--- config.mk ---
export PLATFORM = sky130hd
export DESIGN_NAME = fifo_uart_tx
export DESIGN_NICKNAME = d
export VERILOG_FILES = /design/src/rtl/fifo_uart_tx.sv
export SDC_FILE = /design/constraint.sdc
export NUM_CORES = 1
export LEC_CHECK = 0
export ABC_CLOCK_PERIOD_IN_PS = 1700
export CAP_MARGIN = 20
export CORE_MARGIN = 8
export CORE_UTILIZATION = 25
export DETAILED_ROUTE_END_ITERATION = 6
export MAX_ROUTING_LAYER = met4
export PLACE_DENSITY = 0.45
export SETUP_SLACK_MARGIN = 0.2
export SLEW_MARGIN = 0
export SYNTH_ARGS = -nofsm -noshare
export SYNTH_HDL_FRONTEND = slang
export SYNTH_SLANG_ARGS = --single-unit
--- constraint.sdc ---
create_clock -name clk -period 1.7 [get_ports clk]
set_input_delay 0.34 -clock clk [delete_from_list [all_inputs] [get_ports clk]]
set_output_delay 0.34 -clock clk [all_outputs]
set_load 0.005 [all_outputs]
--- src/rtl/fifo_uart_tx.sv ---
// ---------------------------------------------------------------------------
// fifo_uart_tx
//   Drains a FIFO onto a single UART-style serial line. When enabled and
//   the FIFO reports data, the head word is latched and popped with a
//   one-cycle pulse. The word is then sent as a frame: a start bit (0),
//   DATA_W data bits LSB first, an optional even-parity bit, and a stop
//   bit (1). Each bit lasts CLKS_PER_BIT clocks. All outputs are registered.
//
//   Optional feature: define FIFO_UART_TX_PARITY_EN to insert an even-parity
//   bit between the last data bit and the stop bit.
//
// Parameters
//   DATA_W        word width (>= 2)
//   CLKS_PER_BIT  clocks per serial bit, 1..255
//
// Ports
//   clk           clock, all state updates on the rising edge
//   reset_n       asynchronous active-low reset
//   enable        1 = start new frames when data is available
//   fifo_empty_n  FIFO holds data; fifo_data is valid while high
//   fifo_data     head-of-FIFO word
//   fifo_pop      one-cycle pulse that advances the FIFO head
//   tx            serial line, idles high
//   busy          high for the whole frame, from the pop through the stop bit
// ---------------------------------------------------------------------------
module fifo_uart_tx #(
  parameter int DATA_W       = 6,
  parameter int CLKS_PER_BIT = 4
) (
  input  logic              clk,
  input  logic              reset_n,
  input  logic              enable,
  input  logic              fifo_empty_n,
  input  logic [DATA_W-1:0] fifo_data,
  output logic              fifo_pop,
  output logic              tx,
  output logic              busy
);

  localparam int TMR_W = $clog2(CLKS_PER_BIT + 1);
  localparam int IDX_W = $clog2(DATA_W + 1);

  localparam logic [TMR_W-1:0] TMR_LAST = TMR_W'(CLKS_PER_BIT - 1);
  localparam logic [IDX_W-1:0] IDX_LAST = IDX_W'(DATA_W - 1);

  localparam logic [2:0] ST_IDLE   = 3'd0;
  localparam logic [2:0] ST_START  = 3'd1;
  localparam logic [2:0] ST_DATA   = 3'd2;
  localparam logic [2:0] ST_PARITY = 3'd3;
  localparam logic [2:0] ST_STOP   = 3'd4;

  logic [2:0]        state_q;
  logic [DATA_W-1:0] shift_q;
  logic [TMR_W-1:0]  timer_q;
  logic [IDX_W-1:0]  bit_idx_q;
  logic              bit_end;

`ifdef FIFO_UART_TX_PARITY_EN
  logic              parity_q;
`endif

  // Last clock of the current serial bit.
  assign bit_end = (timer_q == TMR_LAST);

  // NOTE: state is updated with non-blocking assignments so every register
  // samples the pre-edge values, independent of statement order.
  always_ff @(posedge clk or negedge reset_n) begin
    if (!reset_n) begin
      // Abort any frame at once: the line returns high without a clock.
      state_q   <= ST_IDLE;
      shift_q   <= '0;
      timer_q   <= '0;
      bit_idx_q <= '0;
      fifo_pop  <= 1'b0;
      tx        <= 1'b1;
      busy      <= 1'b0;
`ifdef FIFO_UART_TX_PARITY_EN
      parity_q  <= 1'b0;
`endif
    end else begin
      fifo_pop <= 1'b0;

      // Bit timer runs in every frame state and wraps at each bit boundary.
      if (state_q != ST_IDLE) begin
        timer_q <= bit_end ? '0 : timer_q + TMR_W'(1);
      end

      case (state_q)
        ST_IDLE: begin
          tx <= 1'b1;
          // FIFO flags are only looked at here, so the FIFO has a full frame
          // to update them after a pop and pops can never be back to back.
          if (enable && fifo_empty_n) begin
            shift_q   <= fifo_data;
            fifo_pop  <= 1'b1;
            busy      <= 1'b1;
            timer_q   <= '0;
            bit_idx_q <= '0;
            tx        <= 1'b0;
            state_q   <= ST_START;
`ifdef FIFO_UART_TX_PARITY_EN
            // Even parity of the word just latched; fifo_data may change later.
            parity_q  <= ^fifo_data;
`endif
          end
        end

        ST_START: begin
          if (bit_end) begin
            tx      <= shift_q[0];
            state_q <= ST_DATA;
          end
        end

        ST_DATA: begin
          if (bit_end) begin
            if (bit_idx_q == IDX_LAST) begin
`ifdef FIFO_UART_TX_PARITY_EN
              tx      <= parity_q;
              state_q <= ST_PARITY;
`else
              tx      <= 1'b1;
              state_q <= ST_STOP;
`endif
            end else begin
              // tx follows the bit that becomes shift_q[0] after this shift.
              shift_q   <= shift_q >> 1;
              tx        <= shift_q[1];
              bit_idx_q <= bit_idx_q + IDX_W'(1);
            end
          end
        end

`ifdef FIFO_UART_TX_PARITY_EN
        ST_PARITY: begin
          if (bit_end) begin
            tx      <= 1'b1;
            state_q <= ST_STOP;
          end
        end
`endif

        ST_STOP: begin
          if (bit_end) begin
            busy    <= 1'b0;
            state_q <= ST_IDLE;
          end
        end

        default: begin
          tx      <= 1'b1;
          busy    <= 1'b0;
          state_q <= ST_IDLE;
        end
      endcase
    end
  end

endmodule

# Word-level counts from Yosys, hierarchy flattened
# Cells that the tools add are included.
dict set report op_classes {
  mux 28
  n_bitwise 2
  add_sub_neg 2
  reduce_logical 9
  n_eq_ne 11
}
# operator count
set op_table {}
lappend op_table {{2-to-1 mux 3 bit} 12}
lappend op_table {{2-to-1 mux 6 bit} 3}
lappend op_table {{inequality test 2 bit (second input constant)} 6}
lappend op_table {{case mux 3 bit (4 select lines)} 1}
lappend op_table {{case mux 6 bit (2 select lines)} 1}
lappend op_table {{2-to-1 mux 1 bit} 8}
lappend op_table {{adder 3 x 1 -> 3 bit (second input constant)} 2}
lappend op_table {{== test 3 x 2 -> 1 bit (second input constant)} 2}
lappend op_table {{== test 3 bit (second input constant)} 2}
lappend op_table {{case mux 3 bit (2 select lines)} 1}
lappend op_table {{AND reduction 3 bit} 2}
lappend op_table {{AND reduction 5 bit} 1}
lappend op_table {{case mux 1 bit (4 select lines)} 1}
lappend op_table {{AND reduction 4 bit} 1}
lappend op_table {{== test 3 x 1 -> 1 bit (second input constant)} 1}
lappend op_table {{zero test 3 bit} 1}
lappend op_table {{case mux 1 bit (3 select lines)} 1}
lappend op_table {{nonzero test 3 bit} 1}
lappend op_table {{inverter 1 bit} 2}
lappend op_table {{nonzero test 2 bit} 1}
lappend op_table {{OR reduction 2 bit} 1}
lappend op_table {{logical AND 1 bit} 1}
dict set report word_totals {
  reg_bits 18
  in_bits 10
  word_cells 59
  out_inout_bits 3
}

# Logic depth before layout (Yosys ltp)
dict set report depth {
  ltp_word 5
  ltp_mapped 7
}

# Least setup slack after synthesis
# No wires, ideal clock.
dict set report synth_path {
  kind {register -> register}
  start {register timer_q[0]}
  end {register tx}
  synth_period_minus_slack_ns 1.362
  stages_incl_launch_ff 6
  setup_time_ns 0.085
  n_path_buf 0
  t_arrival_ns 1.277
  slack_ns 0.338
  path_cell_list {dfrtp_1 ha_1 nor2b_1 o22ai_1 nand2_1 mux2_1}
}
dict set report synth_between {
  elab_chain_cells 3
  word_cells_on_any_way 4
  cone_classes {eq/ne (3); reduce/logical (1)}
}
# element line
set synth_rtl {}
lappend synth_rtl {{from (decl)} 54} ;# logic [TMR_W-1:0] timer_q;
lappend synth_rtl {{from (signal assigned)} 85} ;# timer_q <= bit_end ? '0 : timer_q + TMR_W'(1);
lappend synth_rtl {{== test 3 x 2 -> 1 bit (*)} 63} ;# assign bit_end = (timer_q == TMR_LAST);
lappend synth_rtl {{inequality test 2 bit (no line)} --}
lappend synth_rtl {{AND reduction 3 bit (no line) (*)} --}
lappend synth_rtl {{to (signal assigned)} 110} ;# tx <= shift_q[0];
lappend synth_rtl {{to (signal assigned)} 128} ;# tx <= shift_q[1];
lappend synth_rtl {{to (decl)} 36} ;# output logic tx,
# Every way passes the cells marked *; elsewhere a longest branch is shown, timed or not.
# A chain may end at the register's enable or synchronous reset.

# Final worst setup path
dict set report layout_path {
  start {register bit_idx_q[0]}
  end {register shift_q[3]}
}
dict set report layout_between {
  elab_chain_cells 3
}
# element line
set layout_rtl {}
lappend layout_rtl {{from (decl)} 55} ;# logic [IDX_W-1:0] bit_idx_q;
lappend layout_rtl {{from (signal assigned)} 129} ;# bit_idx_q <= bit_idx_q + IDX_W'(1);
lappend layout_rtl {{== test 3 bit} 117} ;# if (bit_idx_q == IDX_LAST) begin
lappend layout_rtl {{inequality test 2 bit (no line)} --}
lappend layout_rtl {{AND reduction 4 bit (no line)} --}
lappend layout_rtl {{to (signal assigned)} 94} ;# shift_q <= fifo_data;
lappend layout_rtl {{to (signal assigned)} 127} ;# shift_q <= shift_q >> 1;
lappend layout_rtl {{to (decl)} 53} ;# logic [DATA_W-1:0] shift_q;
# Every way passes these cells.

==> key figures <==
Status
  – Outcome: finished, final reports clean

Yosys
  – Share of the synthesized area in the top cell type: 44.4%
  – Mux cell area share after synthesis: 6.41%
  – Synthesized-area fraction occupied by adder cells: 3.92%
  – Cell variety after synth: 37
  – Fraction of the mapped netlist area in compound gates: 21.8%
  – Post-Synth XOR/XNOR Area: 0%
  – Syn Inst Count: 94
  – Avg Inst Size Synth: 10.2 µm²
  – Sequential element share of the synthesized area: 47.2%
  – Synthesized net count: 107
  – Mapped cell area: 957 µm²
  – Largest family of logic cells by synthesized area: compound AO/OA/AOI/OAI gates
  – Dominant cells by area after synthesis: dfrtp_1 44%, mux2i_1 5.2%, a21oi_1 4.2%
  – Simple-gate share of the synthesized area: 14.6%
  – Seq cells post-synth: 18
  – Synth area leader: dfrtp_1
  – Synth warn: 0

Worst setup path
  – Req. time, crit path: 1.87 ns
  – WP data arrival: 1.61 ns
  – CP cell instances: ha_4 > a21bo_4 > o22ai_4 > buf_6 > a21oi_1 > a31oi_1
  – Max FO, Critical Path: 5
  – CP delay by family, top: compound AO/OA/AOI/OAI gates
  – Critical path class: reg -> reg
  – Critical path buffers and inverters: 1
  – Worst path max stage delay: 0.42 ns
  – Slowest CP cell: dfrtp_1
  – Critical Path Sink Type: flop
  – CP startpoint kind: flop

Power and ir drop
  – Switching Share: 37.0%
  – Peak supply drop: 717 µV
  – Power Internal: 1.35 mW
  – P per Cell Area: 1620 mW/mm²
  – Clk network pwr share: 16.4%
  – Combinational group share of total power: 47.0%
  – Static Leak: 0.552 nW
  – Switching power: 796 µW
  – Sequential share of power: 36.6%

CTS
  – CTS tree: done
  – Clock Sinks: 18
  – Largest buffer count on any clock path: 2
  – # H-tree levels: 1
  – CTS root buf: clkbuf_8
  – Hold_buf cts: 0
  – Clock Pin Slew Worst Setup and Hold Paths: 0.07 ns
  – Total CTS buffers: 3
  – Clock latency at the later pin of the worst-skew pair: 0.25 ns

Finish
  – Layout cell share with drive strength beyond 1: 27.3%
  – Final net count: 135
  – N_diodes: 0
  – Fin cells: 169
  – Layout area overhead: 38.8%
  – Final core utilization: 36.3%

Floorplan
  – Rows: 22
  – Io pins: 13
  – Vert. Die Dim: 77.9 µm
  – Core ar.: 0.00366 mm²
  – Area of the die: 0.00606 mm²
  – Chip width: 77.9 µm
  – Initial Utilization: 26.1%

Routing
  – Vias per cell: 4.88
  – Remaining DRCs: 0
  – Total number of vias: 824
  – Post-route ant nets: 0
  – Routed len/inst: 13.8 µm
  – Final WL: 2330 µm
  – Pre-antenna DRT Iters: 4
  – 1st-iter DRT viols: 69

STA
  – Relative slew slack: 72.5%
  – Final Hold Viols: 0
  – RSZ-0062 raised after global routing: false
  – Fin crit share: 84.9%
  – Max Clk Rate: 693 MHz
  – Final setup skew: 0.00335 ns
  – Max Slew Vio Count: 0
  – Fin crit period: 1.44 ns
  – Worst Max-Slew Pin Slew: 0.412 ns
  – Fin Hold WS: 0.415 ns
  – # setup viols final: 0
  – Setup TNS: 0 ns

Global route
  – Antenna violations before repair: 0
  – Global route total overflow: 0
  – All-Layer GR Usage: 7.34%
  – Largest net degree at the start of global routing: 19
  – First-pass GRT wire length: 3460 µm
  – Vias in the first global route: 725

Placement
  – Gpl congestion: 0.831
  – Placed Instances: 156
  – IO buf count: 12
  – Hpwl dp: 1510 µm

Worst hold path
  – Hold WC Path Type: in -> async

Flow run
  – # Max-Cap Violations: 0
==> synth_stat cells, drive strengths merged <==
cell,instances
nor2b,1
and3,1
dfrtp,17
o2bb2ai,2
nor3,3
a22o,1
nand3,5
ha,3
o311ai,1
buf,5
a21oi,8
a311oi,1
or4,1
a31oi,6
mux2,1
a221oi,1
o21ai,4
nand2,5
a21bo,1
inv,5
o22ai,2
o31ai,2
mux2i,5
a21o,1
nor2,7
a22oi,1
dfstp,1
nand4,1
nor4,1
nand2b,1
==> cells in the final DEF, fill, tap and decap left out, types with 3 or more instances in the layout <==
| cell | n |
|---|---|
| a21oi_1 | 8 |
| a31oi_1 | 6 |
| buf_4 | 14 |
| clkbuf_8 | 4 |
| clkdlybuf4s50_1 | 11 |
| dfrtp_1 | 15 |
| inv_1 | 3 |
| mux2i_1 | 5 |
| nand2_1 | 5 |
| nand3_1 | 5 |
| nor2_1 | 7 |
==> final cells by class <==
class	count	area, µm²
Fill cell	379	2330
Multi-Input combinational cell	66	495
Sequential cell	18	454
Timing Repair Buffer	28	240
Tap cell	48	60.1
Clock buffer	4	55.1
Inverter	5	23.8
==> logic make-up (layout without fill, tap and decap cells) <==
logic type	after synthesis	in the layout
multiplexers	6	6
AO/OA/AOI/OAI	31	31
AND/OR/NAND/NOR	26	26
flip-flops	18	18
adder cells (fa/ha/maj)	3	3
buffers and inverters	10	37
==> power groups by stage <==
| stage | Combinational (mW) | Sequential, mW | Clock, mW |
|---|---|---|---|
| 2_1_floorplan | 0.625 | 0.698 | 0 |
| 3_3_place_gp | 0.802 | 0.778 | 0 |
| 3_5_place_dp | 0.822 | 0.777 | 0 |
| 4_1_cts | 0.846 | 0.765 | 0.368 |
| 5_1_grt | 1.12 | 0.813 | 0.384 |
| 6_report | 1.01 | 0.787 | 0.352 |
==> worst reg2reg max path, cell delays in order, from the launching register on <==
cell	delay [ns]
dfrtp_1	0.42
ha_4	0.19
a21bo_4	0.22
o22ai_4	0.15
buf_6	0.14
a21oi_1	0.07
a31oi_1	0.16
==> per-layer routing <==
layer / vias up / GRT usage (%) / part of all wire [%]
li1: 404 / - / -
met1: 401 / 9.67 / 46
met2: 17 / 10.0 / 50
met3: 2 / 2.42 / 2.6
met4: 0 / 2.83 / 1.1
met5: - / - / 0
==> flip-flops by register name (all words and copies together), names as in the netlist <==
signal,count
bit_idx_q,3
fifo_pop,1
timer_q,3
busy,1
tx,1
state_q,3
shift_q,6
==> what timing repair did <==
item                                    in CTS  in global routing
gates cloned                                 0                  1
pin swaps                                    0                  6
buffers inserted                             1                  7
endpoints found under the setup margin       7                 11
gates resized for setup                      4                  9
==> final timing paths <==
kind | to | startpoint | depth (start not counted) | slack, ns
setup / recovery | shift_q[3] | bit_idx_q[0] | 6 | 0.26
hold / removal | bit_idx_q[2] | reset_n | 2 | 0.41
setup reg to reg | shift_q[3] | bit_idx_q[0] | 6 | 0.26
hold reg to reg | shift_q[5] | shift_q[5] | 1 | 0.51
max in group asynchronous | tx | reset_n | 2 | 1.03
min in group clk | shift_q[5] | shift_q[5] | 1 | 0.51
==> stage by stage <==
stage	setup slack [ns]	power, mW	instance area (µm²)
floorplan	0.338	1.32	957
global placement	0.0719	1.58	1160
detailed placement	0.0607	1.60	1160
CTS	0.226	1.98	1230
global route	0.147	2.31	1330
finish	0.256	2.15	1330
Note: power is estimated with default switching activity, not from simulation.
==> RTL change (same flow settings) <==
Build with the macro `FIFO_UART_TX_PARITY_EN` defined.
--- a/src/rtl/fifo_uart_tx.sv
+++ b/src/rtl/fifo_uart_tx.sv
@@ -24,4 +24,6 @@
 //   busy          high for the whole frame, from the pop through the stop bit
 // ---------------------------------------------------------------------------
+`define FIFO_UART_TX_PARITY_EN
+
 module fifo_uart_tx #(
   parameter int DATA_W       = 6,
Function: same outputs for any inputs over 10 cycles, from zero or initial values and one cycle with reset_n low; that may be too few to reach the edited logic, so the function may still have changed.
==> RTL change against the unedited design <==
- wire length up 2.4%
- synthesized area grew 14%
- cell count increased by 12%
- largest cell class unchanged
- worst hold slack got worse by 2.3 ps
- setup slack got worse by 130 ps
- final area grew 12%
- sequential cell count is 1 higher
- total power rose by 20%
- combinational power is 43% higher
==> RTL change: results (changes against the unedited design) <==
STA
  • Worst rel slew slack: 0.823 (was 0.725)
  • Final worst slack: 126 ps (was 256 ps)
  • Layout Skew: 10.6 ps (was 3.35 ps)

Setup path
  • CP top delay family: simple AND/OR/NAND/NOR gates (was compound AO/OA/AOI/OAI gates)
  • Critical-path top delay cell: dfrtp_2 (was dfrtp_1)
  • Critical Path AT: 1720 ps (was 1610 ps)
  • R2R depth: 4 (was 6)
  • Reg-to-reg endpoint: shift_q[1] (was shift_q[3])
  • Worst path max stage delay: roughly 430 ps
  • Worst reg2reg startpoint: state_q[1] (was bit_idx_q[0])
  • Max Fanout on Critical Path: 6 (was 5)

Clocking
  • Inserted Clock Buffers: 3 (unchanged)
  • Max Buffers Root-to-Sink: 2 (unchanged)
  • Clock transition at the registers of the reported paths: 80 ps
  • CTS Root Cell: clkbuf_8 (unchanged)
  • H-Tree Depth: 1 (unchanged)
  • Clk_lat worst skew: approximately 260 ps

Power
  • Max VDD drop: 575 uV (was 717 uV)
  • Pleak: 0.667 nW (was 0.552 nW)

Detailed routing
  • ANT nets after route: 0 (unchanged)
  • Vias per inst: 4.46 (was 4.88)
  • Detailed Routing Iterations Pass 1: 4 (unchanged)
  • Drt total wl: 2380 um (was 2330 um)
  • DRT iter0 DRCs: 64 (was 69)

Synthesis
  • Synth cell count leaders: 18 x dfrtp_1, 11 x nor2_1, 10 x nand2_1 (was 17 x dfrtp_1, 8 x a21oi_1, 7 x nor2_1, 6 x a31oi_1)
  • Mapped Nets: 115 (was 107)
  • Synth top area cells: dfrtp_1 41%, mux2_4 6.9%, mux2_2 6.2% (was dfrtp_1 44%, mux2i_1 5.2%, a21oi_1 4.2%)
  • Sequential area share after synthesis: 0.437 (was 0.472)
  • Yosys warning count: 0 (unchanged)
  • Yosys top cell by area: dfrtp_1 (unchanged)
  • Async SR Flop Fraction: 1.00 (unchanged)
  • Yosys cell types: 28 (was 37)

Final layout
  • Share of post-route cells with drive strength above 1: 0.362 (was 0.273)
  • Fillers: 450 (was 379)
  • N_diodes: 0 (unchanged)
  • Final nets: 152 (was 135)
  • Number of flip-flops in the largest register: 6 (unchanged)
  • Reg with most FFs: shift_q (unchanged)

Global route
  • Antenna violations before repair: 0 (unchanged)
  • First-pass GRT wire length: 3950 um (was 3460 um)
  • GR Util All Layers: 0.0793 (was 0.0734)
  • Largest net degree at the start of global routing: 20 (was 19)
  • Vias in the first global route: 869 (was 725)

Run status
  • Status: complete, no violations (unchanged)

Place
  • Placer Congestion: 0.738 (was 0.831)
  • DP Worst Slack: -42.8 ps (was 60.7 ps)
  • Port bufs: 12 (unchanged)
  • Final HPWL DP: 1750 um (was 1510 um)

Min path
  • Worst min path class: input port to async pin (unchanged)
## RTL change: area by class of cell
class | instances | area share
clock buffers | 4 | 0.0302
inverters | 5 | 0.0126
multi-input cells | 74 | 0.390
flip-flops and latches | 19 | 0.321
well taps | 52 | 0.0436
repair buffers | 36 | 0.202
## RTL change: worst register-to-register path, cell delays in order (launching register included)
cell,delay [ps]
dfrtp_2,430
or3_4,430
nor2_8,90
o21bai_4,180
mux2_4,330
## RTL change: stage by stage
step | hold slack (ps) | instance area (um^2) | std cells
after CTS | 423 | 1420 | 184
after global routing | 435 | 1490 | 190
after detailed placement | 486 | 1340 | 176
after global placement | 467 | 1340 | 176
after floorplan | 44.4 | 1090 | 102
final | 412 | 1490 | 190
## RTL change: power breakdown
| group | switching, mW | leakage [nW] | total, mW | internal (mW) |
|---|---|---|---|---|
| Combinational | 0.611 | 0.418 | 1.44 | 0.828 |
| Sequential | 0.148 | 0.227 | 0.808 | 0.660 |
| Clock | 0.156 | 0.0228 | 0.323 | 0.167 |
| Total | 0.915 | 0.667 | 2.57 | 1.65 |
## RTL change: kinds of logic (layout without fill, tap and decap cells)
family | after synthesis | in the layout | synth area share
AND/OR/NAND/NOR | 33 | 33 | 0.154
AO/OA/AOI/OAI | 19 | 19 | 0.119
flip-flops | 19 | 19 | 0.437
multiplexers | 12 | 12 | 0.140
buffers and inverters | 9 | 45 | 0.0586
XOR/XNOR | 7 | 7 | 0.0563
adder cells (fa/ha/maj) | 3 | 3 | 0.0344
## RTL change: layer usage
metal  share of wire  up-vias  GRT usage
met1            0.45      405     0.0865
met2            0.51       14      0.133
met3           0.033        3     0.0197
li1                -      425          -
met5               0        -          -
met4           0.012        0     0.0368
## RTL change: how the worst max path moves through the flow
stage / startpoint / to / cells after the start
final: state_q[1] / shift_q[1] / 4
after global routing: state_q[1] / shift_q[2] / 4
after CTS: state_q[2] / shift_q[1] / 5
after detailed placement: enable / tx / 6
after global placement: enable / tx / 6
after floorplan: state_q[0] / shift_q[0] / 6
## RTL change: what timing repair did
| action | 4_1_cts | 5_1_grt |
|---|---|---|
| resized for setup | 4 | 6 |
| setup endpoints to repair | 8 | 7 |
| hold endpoints to repair | 0 | 0 |
| pin swaps | 2 | 3 |
| buffers inserted | 4 | 6 |
